### config.mk
export PLATFORM = sky130hd
export DESIGN_NAME = reg_mask_encoder
export DESIGN_NICKNAME = d
export VERILOG_FILES = /design/src/rtl/reg_mask_encoder.sv
export SDC_FILE = /design/constraint.sdc
export NUM_CORES = 1
export LEC_CHECK = 0
export ABC_AREA = 1
export CORE_MARGIN = 5
export CORE_UTILIZATION = 45
export DETAILED_ROUTE_END_ITERATION = 6
export PLACE_DENSITY = 0.76
export SLEW_MARGIN = 20
export SYNTH_ARGS = -nofsm -noshare
export SYNTH_HDL_FRONTEND = slang
export SYNTH_SLANG_ARGS = --single-unit
### constraint.sdc
create_clock -name clk -period 3.1 [get_ports clk]
set_input_delay 0.62 -clock clk [delete_from_list [all_inputs] [get_ports clk]]
set_output_delay 0.62 -clock clk [all_outputs]
set_load 0.005 [all_outputs]
### src/rtl/reg_mask_encoder.sv
// Sequential 32-to-5 encoder: walks a register mask lowest-bit-first and
// hands out one register index per valid/ready handshake.
module reg_mask_encoder (
    input  logic        clk,
    input  logic        rst,
    input  logic        load,
    input  logic [31:0] mask_in,
    input  logic        abort,
    input  logic        ready,
    output logic        valid,
    output logic [4:0]  idx,
    output logic [5:0]  remaining,
    output logic        busy,
    output logic        done
);

    typedef enum logic [1:0] {
        IDLE = 2'd0,
        WALK = 2'd1,
        DONE = 2'd2
    } state_t;

    state_t      state, state_n;
    logic [31:0] mask_reg, mask_n;
    logic [5:0]  remaining_n;
    logic        accept;

    function automatic logic [5:0] popcount32(input logic [31:0] m);
        logic [5:0] cnt;
        cnt = 6'd0;
        for (int i = 0; i < 32; i++) begin
            cnt = cnt + {5'd0, m[i]};
        end
        return cnt;
    endfunction

    // Scan from the top so the lowest set bit is the last one written.
    function automatic logic [4:0] lowest_set(input logic [31:0] m);
        logic [4:0] pos;
        pos = 5'd0;
        for (int i = 31; i >= 0; i--) begin
            if (m[i]) begin
                pos = 5'(i);
            end
        end
        return pos;
    endfunction

    assign accept = valid & ready;

    always_comb begin
        state_n     = state;
        mask_n      = mask_reg;
        remaining_n = remaining;
        unique case (state)
            IDLE: begin
                if (load && !abort) begin
                    mask_n      = mask_in;
                    remaining_n = popcount32(mask_in);
                    state_n     = (mask_in != 32'd0) ? WALK : DONE;
                end
            end
            WALK: begin
                if (abort) begin
                    state_n     = IDLE;
                    mask_n      = 32'd0;
                    remaining_n = 6'd0;
                end else if (accept) begin
                    // Clearing the lowest set bit: m & (m - 1).
                    mask_n      = mask_reg & (mask_reg - 32'd1);
                    remaining_n = remaining - 6'd1;
                    if (remaining == 6'd1) begin
                        state_n = DONE;
                    end
                end
            end
            DONE: begin
                state_n     = IDLE;
                mask_n      = 32'd0;
                remaining_n = 6'd0;
            end
            default: begin
                state_n     = IDLE;
                mask_n      = 32'd0;
                remaining_n = 6'd0;
            end
        endcase
    end

    // Outputs are registered from the next state so they never glitch.
    always_ff @(posedge clk or posedge rst) begin
        if (rst) begin
            state     <= IDLE;
            mask_reg  <= 32'd0;
            remaining <= 6'd0;
            valid     <= 1'b0;
            idx       <= 5'd0;
            busy      <= 1'b0;
            done      <= 1'b0;
        end else begin
            state     <= state_n;
            mask_reg  <= mask_n;
            remaining <= remaining_n;
            valid     <= (state_n == WALK);
            idx       <= (state_n == WALK) ? lowest_set(mask_n) : 5'd0;
            busy      <= (state_n != IDLE);
            done      <= (state_n == DONE) && !(state == DONE);
        end
    end

endmodule

# --- Word level (Yosys, flattened, before mapping) ---
# Cells that the tools add are included.
totals:
  ram_bits: 0
  register_bits: 48
  latchBits: 0
  inputBits: 37
  romBits: 0
  output_inout_bits: 14
  n_memories: 0
classes:
  eq_ne: 7
  div: 0
  n_shift: 0
  multipliers: 0
  add_sub_neg: 33
  n_reduce_logical: 8
  muxes: 47
  magnitude_cmp: 0
  n_bitwise: 2
op_table:
  columns: ["operator", "count"]
  rows:
  - ["5-bit 2-to-1 mux", 33]
  - ["6-bit by 1-bit adder with 6-bit output", 26]
  - ["32-bit 2-to-1 mux", 3]
  - ["32-bit one-hot mux with 2 select lines", 1]
  - ["32-bit AND", 1]
  - ["32-bit nonzero test", 1]
  - ["32-bit by 1-bit subtractor with 32-bit output, second input constant", 1]
  - ["6-bit 2-to-1 mux", 3]
  - ["6-bit one-hot mux with 2 select lines", 1]
  - ["2-bit 2-to-1 mux", 5]
  - ["5-bit by 1-bit adder with 6-bit output", 1]
  - ["6-bit by 1-bit == test with 1-bit output, second input constant", 1]
  - ["6-bit by 1-bit subtractor with 6-bit output, second input constant", 1]
  - ["4-bit by 1-bit adder with 5-bit output", 1]
  - ["3-bit by 1-bit adder with 4-bit output", 1]
  - ["2-bit by 1-bit == test with 1-bit output, second input constant", 2]
  - ["2-bit == test, second input constant", 2]
  - ["2-bit one-hot mux with 2 select lines", 1]
  - ["2-bit by 1-bit adder with 3-bit output", 1]
  - ["3-bit inequality test, second input constant", 1]
  - ["1-bit by 1-bit adder with 2-bit output", 1]
  - ["1-bit logical AND", 2]
  - ["1-bit logical NOT", 2]
  - ["2-bit logical NOT", 1]
  - ["other kinds (4)", 4]

# --- Depth between registers and ports, before layout ---
# Gate-level depths: netlist of run 1.
depth:
  depth_word: 38
  ltp_mapped: 36

# --- Worst setup path after synthesis of run 1 ---
# No wires, ideal clock.
synth_timing:
  path_type: "input to register"
  start: "in mask_in[17]"
  end: "reg remaining[4]"
  arrival_ps: 4871
  path_buffers: 0
  setup_time_ps: 132
  path_slack_ps: -1903
  path_stages: 21
  path_cell_list: "fa_1 inv_1 fa_1 inv_1 fa_1 inv_1 fa_1 fa_1 fa_1 inv_1 ha_1 fa_1 nand2_1 inv_1 nor2_1 nor2_1 nor2_1 xor2_1 o21ai_0 nand2_1 o21ai_0"
synth_via:
  elab_chain_len: 17
synth_rtl:
  columns: ["element", "line", "text"]
  rows:
  - ["from (decl)", "7", "input logic [31:0] mask_in,"]
  - ["6-bit by 1-bit adder with 6-bit output (15 in series)", "32", "cnt = cnt + {5'd0, m[i]};"]
  - ["6-bit 2-to-1 mux", "57", "if (load && !abort) begin"]
  - ["6-bit one-hot mux with 2 select lines", "55", "unique case (state)"]
  - ["to (signal assigned)", "103", "remaining <= remaining_n;"]
  - ["to (decl)", "12", "output logic [5:0] remaining,"]
# No other way between the ends. The select of a mux whose other input is x is not followed.
# A chain may end at the register's enable or synchronous reset.

# --- Final worst setup path of run 1 ---
layout_timing:
  start: "in mask_in[13]"
  end: "reg remaining[4]"
layout_via:
  elab_chain_len: 21
layout_rtl:
  columns: ["element", "line"]
  rows:
  - ["6-bit by 1-bit adder with 6-bit output (19 in series)", "32"]
  - ["6-bit 2-to-1 mux", "57"]
  - ["6-bit one-hot mux with 2 select lines", "55"]
# No other way between the ends. The select of a mux whose other input is x is not followed.

==> run metrics, run 1 <==
Largest register FFs 32; placer congestion estimate 0.9655; Crit. End Element flip-flop; DP HPWL 10,770 µm; Initial Util 0.4536; Die X 103.1 µm; pins over their slew limit 0; clock power share 0.095; CP dominant cell by count fa_1; vias in the first global route 4,009; cell count after placement 764; sequential-to-total area share from yosys stat 0.3082; via/cell ratio 5.110; largest net degree at the start of global routing 49; GR Overflow Total 0; clock sink total 48; Sw Ratio 0.4498; Seq pwr share 0.203; Placed Area 0.005155 mm²; final worst-path cycle share 1.582; final worst-path setup slack -1.804 ns; startpoint types input port; # DRC 0; initial antenna violation count 0; share of cells above drive strength 1 0.3348; routed vias 4,047; Clock Path Buffers 2; Synth Warn # 0; Post-Syn Instances 529; Root Buffer clkbuf_8; Max VDD drop 612.6 µV; Mean Syn Cell Area 7.368 µm²; die area 0.01062 mm²; Slowest-stage cell, CP fa_1; CP peak stage delay 0.55 ns; First-pass DRT Iterations 5; number of inserted diodes 0; asr flop ratio synth 1.000; Register Area 0.001206 mm²; final WL 13,320 µm; Arrival @ worst endpoint 5.11 ns; Clock Latency Late Sink 0.31 ns; combinational group share of total power 0.702; synthesized cell area 0.003897 mm²; area of the multi-input gates 0.002465 mm²; PortBufs 50; Post-DRT Antenna Nets 0; CTS Hold Buffers Added 0; Area growth, synth to finish 44.21%; # setup viols final 6; htree depth 2; CP cell instances clkdlybuf4s15_2 -> fa_1 -> fa_2 -> inv_1 -> fa_1 -> fa_1 -> fa_1 -> fa_1 -> inv_2 -> ha_4 -> fa_2 -> nand2_2 -> inv_2 -> nor2_2 -> nor2_1 -> nor2_1 -> xor2_1 -> o21ai_1 -> nand2_1 -> o21ai_1; Top FF cell, synth dfrtp_1; Critical Path RT 3.31 ns; outcome complete, but fails checks; Psw 1964 µW; Clock Pin Slew Worst Setup and Hold Paths 0.11 ns; commonest cells after routing, fill and taps aside nand2_1 (103), buf_4 (101), inv_1 (94), dfrtp_1 (44), nor2_1 (43); design area 0.005620 mm²; RSZ-0062 raised after global routing yes; Power, Total 4366 µW; first-pass GRT wire length 20,440 µm; CTS tree built; most common cell after layout, fill and taps aside nand2_1; Worst-Margin Slew 0.4103 ns; Tmin final 4.904 ns; Internal 2402 µW; Die Y 103.1 µm; number of synthesized flops with an enable pin 0; GRT Overall Usage 0.2566; I/O Pins 51; final net count 754; Synthesized Nets 600; Final Hold Vio Count 0; Unique masters post-synth 40; Yosys reg bits 48; number of CTS-inserted buffers 5; Hold Crit Class reg -> reg; setup TNS -9.125 ns; Setup Skew 0.008863 ns; Max-cap violations 0; Worst slew margin 0.7265; Max FO, Critical Path 2; fillcell total 740; Core Rows 34; LEAKAGE 0.002930 µW; FMAX 203.9 MHz; failing checks setup timing; worst setup path class in -> reg; 1st-iter DRT viols 337; P per Cell Area 776.9 mW/mm²; pre-CTS WS -2.513 ns; routed len/inst 16.82 µm; fin cells 792; core area 0.008593 mm²
[timing repair]
item	in CTS	in global routing
gates resized for setup	82	68
pin swaps	38	53
setup buffers	7	13
endpoints found under the hold margin	0	0
setup endpoints to repair	9	8
[stage by stage]
stage | utilization | hold WS, ns
global placement | 0.5999 | 0.5481
global route | 0.6540 | 0.6287
CTS | 0.6252 | 0.5677
finish | 0.6540 | 0.6015
floorplan | - | 0.5057
detailed placement | 0.5999 | 0.5405
[critical path: cells and delay by family]
family / cells / cell delay [ns]
adder cells (fa/ha/maj): 8 / 3.46
buffers and inverters: 4 / 0.36
AND/OR/NAND/NOR: 5 / 0.36
XOR/XNOR: 1 / 0.17
AO/OA/AOI/OAI: 2 / 0.13
[metal layers]
| metal | track usage | vias up | routed length (µm) |
|---|---|---|---|
| met5 | 0 | - | 0 |
| met4 | 0.05976 | 0 | 251 |
| met3 | 0.05210 | 21 | 890 |
| met2 | 0.4188 | 132 | 6306 |
| met1 | 0.3521 | 1921 | 5872 |
| li1 | - | 1973 | - |
[logic make-up (layout without fill, tap and decap cells)]
| kind of cell | count (synthesis) | count (layout) | synth area share |
|---|---|---|---|
| AND/OR/NAND/NOR | 237 | 237 | 0.2636 |
| buffers and inverters | 121 | 276 | 0.1210 |
| AO/OA/AOI/OAI | 85 | 85 | 0.1422 |
| flip-flops | 48 | 48 | 0.3082 |
| adder cells (fa/ha/maj) | 34 | 34 | 0.1554 |
| XOR/XNOR | 3 | 3 | 0.006743 |
| multiplexers | 1 | 1 | 0.002889 |
[synthesized netlist by cell type, types with 4 or more instances]
cell / instances / area [µm²]
inv_1: 108 / 405.4
a21oi_1: 13 / 65.06
a21oi_2: 4 / 35.03
a22oi_1: 16 / 120.1
o21ai_0: 25 / 125.1
nor4_1: 5 / 31.28
ha_1: 10 / 125.1
nor2_4: 4 / 45.04
inv_2: 4 / 15.01
o22ai_1: 12 / 75.07
fa_1: 24 / 480.5
nand2_2: 5 / 31.28
nand4_1: 9 / 56.30
nand3_1: 15 / 75.07
nor2_2: 5 / 31.28
nand2_1: 111 / 416.7
nor2_1: 71 / 266.5
nor3_1: 5 / 25.02
and2_1: 5 / 31.28
dfrtp_1: 48 / 1201
[power by group through the flow]
stage	sequential, µW	combinational (µW)	clock [µW]
floorplan	850	1630	0
finish	888	3060	414
global placement	871	2400	0
CTS	867	2650	420
detailed placement	875	2440	0
global route	902	3420	449
[worst paths after layout]
check                      slack [ns]  depth (start not counted)            to          from
setup / recovery                -1.80                         20  remaining[4]   mask_in[13]
hold / removal                   0.60                          2   mask_reg[3]   mask_reg[3]
setup reg to reg                 0.14                         35        idx[0]  mask_reg[12]
hold reg to reg                  0.60                          2   mask_reg[3]   mask_reg[3]
max in group asynchronous        2.19                          3  mask_reg[22]           rst
min in group asynchronous        0.64                          3   mask_reg[0]           rst
[final cells by class]
class                   instances  area share
inverters                     112     0.07658
repair buffers                156      0.2293
clock inverters                 3    0.004675
well taps                     108     0.02404
clock buffers                   5     0.01224
multi-input cells             360      0.4386
flip-flops and latches         48      0.2146
(Power assumes the default switching activity.)
==> inputs of run 2 (changes only) <==
--- a/config.mk
+++ b/config.mk
@@ -6,10 +6,11 @@
 export NUM_CORES = 1
 export LEC_CHECK = 0
 export ABC_AREA = 1
+export CAP_MARGIN = 5
 export CORE_MARGIN = 5
-export CORE_UTILIZATION = 45
+export CORE_UTILIZATION = 40
 export DETAILED_ROUTE_END_ITERATION = 6
-export PLACE_DENSITY = 0.76
+export PLACE_DENSITY = 0.7
 export SLEW_MARGIN = 20
 export SYNTH_ARGS = -nofsm -noshare
 export SYNTH_HDL_FRONTEND = slang
==> run metrics, run 2 (synthesis results as in run 1) <==
vias in the first global route 4,069 (was 4,009); most common cell after layout, fill and taps aside nand2_1 (unchanged); clock sink total 48 (unchanged); Buf+Inv Stages, Crit Path 4 (unchanged); pins over their slew limit 0 (unchanged); Final Hold Vio Count 0 (unchanged); GRT Overall Usage 0.2277 (was 0.2566); GR Layer Usage met2 0.3645 (was 0.4188); Hold Crit Class in -> async (was reg -> reg); P per Cell Area 768.9 mW/mm² (was 776.9 mW/mm²); setup TNS -8.596 ns (was -9.125 ns); via/cell ratio 4.979 (was 5.110); number of inserted diodes 0 (unchanged); FMAX 207.3 MHz (was 203.9 MHz); Clock Path Buffers 2 (unchanged); global route hottest layer met2 (unchanged); Slowest-stage cell, CP fa_1 (unchanged); final worst-path cycle share 1.556 (was 1.582); outcome complete, but fails checks (unchanged); placer congestion estimate 0.9751 (was 0.9655); CP cell instances clkbuf_2 -> inv_2 -> fa_1 -> fa_1 -> fa_1 -> fa_1 -> fa_1 -> fa_1 -> inv_2 -> ha_4 -> fa_2 -> nand2_2 -> inv_2 -> nor2_1 -> nor2_1 -> nor2_1 -> xor2_1 -> o21ai_1 -> nand2_1 -> o21ai_1 (was clkdlybuf4s15_2 -> fa_1 -> fa_2 -> inv_1 -> fa_1 -> fa_1 -> fa_1 -> fa_1 -> inv_2 -> ha_4 -> fa_2 -> nand2_2 -> inv_2 -> nor2_2 -> nor2_1 -> nor2_1 -> xor2_1 -> o21ai_1 -> nand2_1 -> o21ai_1); share of cells above drive strength 1 0.3516 (was 0.3348); met3 usage in global routing 0.03020 (was 0.05210); Post-DRT Antenna Nets 0 (unchanged); Die X 108.7 µm (was 103.1 µm); Largest register FFs 32 (unchanged); Tmin final 4.825 ns (was 4.904 ns); RSZ-0062 raised after global routing yes (unchanged); Core Rows 36 (was 34); CP dominant cell by count fa_1 (unchanged); Crit. End Element flip-flop (unchanged); Initial Util 0.4043 (was 0.4536); Critical Path RT 3.31 ns (about the same); GR Overflow Total 0 (unchanged); I/O Pins 51 (unchanged); final net count 747 (was 754); pre-CTS WS -2.484 ns (was -2.513 ns); first-pass GRT wire length 20,470 µm (was 20,440 µm); final WL 13,110 µm (was 13,320 µm); Power, Total 4330 µW (was 4366 µW); 1st-iter DRT viols 257 (was 337); Setup Skew 0.005385 ns (was 0.008863 ns); failing checks setup timing (unchanged); DP HPWL 10,780 µm (was 10,770 µm); htree depth 2 (unchanged); Arrival @ worst endpoint 5.03 ns (was 5.11 ns); routed vias 4,033 (was 4,047); Area growth, synth to finish 44.49% (was 44.21%); routed len/inst 16.18 µm (was 16.82 µm); Root Buffer clkbuf_8 (unchanged); Worst slew margin 0.6854 (was 0.7265); Die Y 108.7 µm (was 103.1 µm); # DRC 0 (unchanged); family with the most delay on the worst path adder cells (unchanged); startpoint types input port (unchanged); final worst-path setup slack -1.725 ns (was -1.804 ns); global-route met1 utilization 0.3231 (was 0.3521); commonest cells after routing, fill and taps aside nand2_1 (98), buf_4 (94), inv_1 (91), dfrtp_1 (42), nor2_1 (39) (was nand2_1 (103), buf_4 (101), inv_1 (94), dfrtp_1 (44), nor2_1 (43)); core area 0.009639 mm² (was 0.008593 mm²); Max VDD drop 605.4 µV (was 612.6 µV); die area 0.01182 mm² (was 0.01062 mm²); LEAKAGE 0.002895 µW (was 0.002930 µW); PortBufs 50 (unchanged); CP peak stage delay 0.57 ns (was 0.55 ns); largest net degree at the start of global routing 28 (was 49); initial antenna violation count 0 (unchanged); First-pass DRT Iterations 4 (was 5); number of CTS-inserted buffers 5 (unchanged); fillcell total 937 (was 740); Clock Latency Late Sink 0.31 ns (about the same); Clock Pin Slew Worst Setup and Hold Paths 0.10 ns (was 0.11 ns); CTS tree built (unchanged); # setup viols final 6 (unchanged); Max-cap violations 0 (unchanged); Worst-Margin Slew 0.4669 ns (was 0.4103 ns); setup slack, reg-to-reg 0.14 ns (about the same); worst setup path class in -> reg (unchanged); Max FO, Critical Path 2 (unchanged)
run 2: changes by cell type in the layout (fill, tap and decap cells not counted), moves of 4 or more:
cell,change
buf_2,+4
buf_4,-7
nand2_1,-5
nand2_2,+6
nor2_1,-4
nor2_4,+5
run 2: worst register-to-register path, delay by kind of cell (launching register included):
family	cells	cell delay (ns)
flip-flops	1	0.44
AND/OR/NAND/NOR	26	1.78
AO/OA/AOI/OAI	3	0.40
buffers and inverters	3	0.29
run 2: repair_timing:
| action | in CTS | in global routing |
|---|---|---|
| setup endpoints to repair | 9 | 8 |
| buffers inserted | 10 | 5 |
| pin swaps | 36 | 43 |
| hold buffers | 0 | 0 |
| resized for setup | 85 | 85 |
run 2: path summary, 6_finish.rpt:
kind                              from           end  cells after the start
min                                rst   mask_reg[3]                      2
max                         mask_in[7]  remaining[4]                     20
min reg2reg                mask_reg[9]   mask_reg[9]                      2
min in group clk           mask_reg[9]   mask_reg[9]                      2
max in group asynchronous          rst  mask_reg[22]                      3
max reg2reg                mask_reg[2]        idx[0]                     32
run 2: routing by layer:
metal,wire length (µm),up-vias,share of wire
li1,-,1959,-
met1,5921,1922,0.45
met2,6193,129,0.47
met3,665,23,0.051
met4,325,0,0.025
met5,0,-,0
run 2: through the flow:
stage               instance area (µm²)  std cells    util  hold slack, ns
global placement                   5171        787  0.5365          0.5470
detailed placement                 5171        787  0.5365          0.5525
global route                       5632        810  0.5842          0.4672
finish                             5632        810  0.5842          0.4685
floorplan                          3913        529       -          0.5057
CTS                                5434        805  0.5637          0.4667
run 2: layout make-up:
class / instances / area [µm²] / area share
Inverter: 112 / 427.9 / 0.07598
Sequential cell: 48 / 1209 / 0.2146
Multi-Input combinational cell: 360 / 2504 / 0.4446
Tap cell: 133 / 166.4 / 0.02955
Clock buffer: 5 / 68.82 / 0.01222
Timing Repair Buffer: 149 / 1214 / 0.2155
Clock inverter: 3 / 42.54 / 0.007554
run 2: power breakdown:
group	total [µW]	switching (µW)	internal [µW]	leakage (µW)
Combinational	2960	1520	1430	0.00222
Clock	477	237	239	0.0000541
Sequential	898	145	753	0.000619
Total	4330	1900	2430	0.00289
==> inputs of run 3 (changes only) <==
--- a/config.mk
+++ b/config.mk
@@ -10,7 +10,7 @@
 export CORE_MARGIN = 5
 export CORE_UTILIZATION = 40
 export DETAILED_ROUTE_END_ITERATION = 6
-export PLACE_DENSITY = 0.7
+export GPL_ROUTABILITY_DRIVEN = 0
 export SLEW_MARGIN = 20
 export SYNTH_ARGS = -nofsm -noshare
 export SYNTH_HDL_FRONTEND = slang
==> run metrics, run 3 (synthesis results as in run 1) <==
DR WL met2 6298 µm (was 6193 µm); Worst slew margin 0.5985 (was 0.6854); Die Y 108.7 µm (unchanged); # setup viols final 6 (unchanged); Post-DRT Antenna Nets 0 (unchanged); I/O Pins 51 (unchanged); routed vias 4,128 (was 4,033); P per Cell Area 794.7 mW/mm² (was 768.9 mW/mm²); Worst R2R End idx[0] (unchanged); Die X 108.7 µm (unchanged); Core Rows 36 (unchanged); most common cell after layout, fill and taps aside nand2_1 (unchanged); Largest register FFs 32 (unchanged); Final Hold Vio Count 0 (unchanged); setup slack, reg-to-reg 0.01 ns (was 0.14 ns); Internal 2598 µW (was 2425 µW); share of cells above drive strength 1 0.3441 (was 0.3516); largest net degree at the start of global routing 20 (was 28); Clock Path Buffers 2 (unchanged); R2R depth 35 (was 32); FMAX 206.1 MHz (was 207.3 MHz); Worst-Margin Slew 0.5959 ns (was 0.4669 ns); commonest cells after routing, fill and taps aside nand2_1 (103), buf_4 (97), inv_1 (90), nor2_1 (45), dfrtp_1 (42) (was nand2_1 (98), buf_4 (94), inv_1 (91), dfrtp_1 (42), nor2_1 (39)); Tmin final 4.851 ns (was 4.825 ns); failing checks setup timing (unchanged); RR Startpoint mask_reg[20] (was mask_reg[2]); first-pass GRT wire length 19,690 µm (was 20,470 µm); clock sink total 48 (unchanged); Max-cap violations 0 (unchanged); die area 0.01182 mm² (unchanged); DP HPWL 10,290 µm (was 10,780 µm); worst setup path class in -> reg (unchanged); Area growth, synth to finish 47.00% (was 44.49%); # DRC 0 (unchanged); Max VDD drop 838.8 µV (was 605.4 µV); GR Overflow Total 0 (unchanged); GRT Overall Usage 0.2184 (was 0.2277); met3 routed WL 925 µm (was 665 µm); startpoint types input port (unchanged); htree depth 2 (unchanged); First-pass DRT Iterations 6 (was 4); Clock Latency Late Sink 0.31 ns (about the same); Initial Util 0.4043 (unchanged); combinational group share of total power 0.681 (was 0.683); Psw 1955 µW (was 1905 µW); Critical Path RT 3.31 ns (about the same); Root Buffer clkbuf_8 (unchanged); Crit. End Element flip-flop (unchanged); Arrival @ worst endpoint 5.06 ns (was 5.03 ns); Seq pwr share 0.197 (was 0.207); clock power share 0.122 (was 0.110); CTS tree built (unchanged); outcome complete, but fails checks (unchanged); Top Layer Used met4 (unchanged); core area 0.009639 mm² (unchanged); final WL 13,150 µm (was 13,110 µm); 1st-iter DRT viols 378 (was 257); RSZ-0062 raised after global routing yes (unchanged); routed len/inst 16.11 µm (was 16.18 µm); initial antenna violation count 0 (unchanged); Power, Total 4553 µW (was 4330 µW); Sw Ratio 0.4293 (was 0.4399); final worst-path cycle share 1.565 (was 1.556); PortBufs 50 (unchanged); LEAKAGE 0.002960 µW (was 0.002895 µW); vias in the first global route 3,997 (was 4,069); number of inserted diodes 0 (unchanged); final worst-path setup slack -1.751 ns (was -1.725 ns); Clock Pin Slew Worst Setup and Hold Paths 0.10 ns (about the same); CTS Hold Buffers Added 0 (unchanged); final net count 753 (was 747); cell count after placement 780 (was 787); Setup Skew 0.01420 ns (was 0.005385 ns); number of CTS-inserted buffers 5 (unchanged); Hold Crit Class in -> async (unchanged); M1 wire length 5545 µm (was 5921 µm); via/cell ratio 5.059 (was 4.979); fin cells 816 (was 810); pins over their slew limit 0 (unchanged); Max FO, Critical Path 2 (unchanged)
run 3: stage by stage:
step | util | hold slack (ns) | setup WS, ns | setup TNS, ns | cell area (µm²)
finish | 0.5944 | 0.5676 | -1.751 | -8.695 | 5729
global route | 0.5944 | 0.5909 | -1.970 | -9.898 | 5729
CTS | 0.5641 | 0.5711 | -1.882 | -9.195 | 5438
detailed placement | 0.5323 | 0.5470 | -2.528 | -15.04 | 5131
global placement | 0.5323 | 0.5447 | -2.422 | -14.49 | 5131
floorplan | - | 0.5057 | -1.818 | -9.072 | 3913
run 3: worst max path at each step:
stage | from | endpoint | slack (ns) | cells after the start
6_report | mask_in[19] | remaining[4] | -1.75 | 22
3_5_place_dp | mask_in[7] | remaining[4] | -2.53 | 20
3_3_place_gp | mask_in[17] | remaining[4] | -2.42 | 22
2_1_floorplan | mask_in[17] | remaining[4] | -1.82 | 21
5_1_grt | mask_in[19] | remaining[4] | -1.97 | 22
4_1_cts | mask_in[19] | remaining[4] | -1.88 | 22
run 3: power by group through the flow:
stage	logic [µW]	registers [µW]	clock network [µW]
final	3100	897	555
after floorplan	1630	850	0
after global placement	2380	876	0
after detailed placement	2420	878	0
after CTS	2830	868	566
after global routing	3430	913	591
run 3: final cells by class:
type | instances | area (µm²)
Clock inverter | 3 | 68.82
Multi-Input combinational cell | 360 | 2496
Clock buffer | 5 | 68.82
Sequential cell | 48 | 1209
Inverter | 112 | 435.4
Fill cell | 917 | 3910
Tap cell | 133 | 166.4
Timing Repair Buffer | 155 | 1285
run 3: layer usage:
metal | track usage | vias up
met3 | 0.03197 | 43
li1 | - | 1975
met1 | 0.2925 | 1940
met4 | 0.05771 | 0
met2 | 0.3703 | 170
met5 | 0 | -
run 3: critical path: stages:
cell and delay (ns):
buf_6 0.10, fa_1 0.52, inv_1 0.05, fa_1 0.49
inv_2 0.05, fa_1 0.47, inv_1 0.05, fa_1 0.50
fa_1 0.44, fa_1 0.53, inv_2 0.05, ha_4 0.15
fa_2 0.35, nand2_2 0.08, inv_2 0.04, nor2_2 0.07
nor2_1 0.04, nor2_1 0.12, xor2_1 0.17, o21ai_1 0.08
nand2_1 0.06, o21ai_1 0.05
run 3: what timing repair did:
item | CTS | global route
buffers inserted | 11 | 18
gates cloned | 0 | 0
endpoints found under the setup margin | 9 | 8
pin swaps | 39 | 53
resized for setup | 93 | 84
hold endpoints to repair | 0 | 0
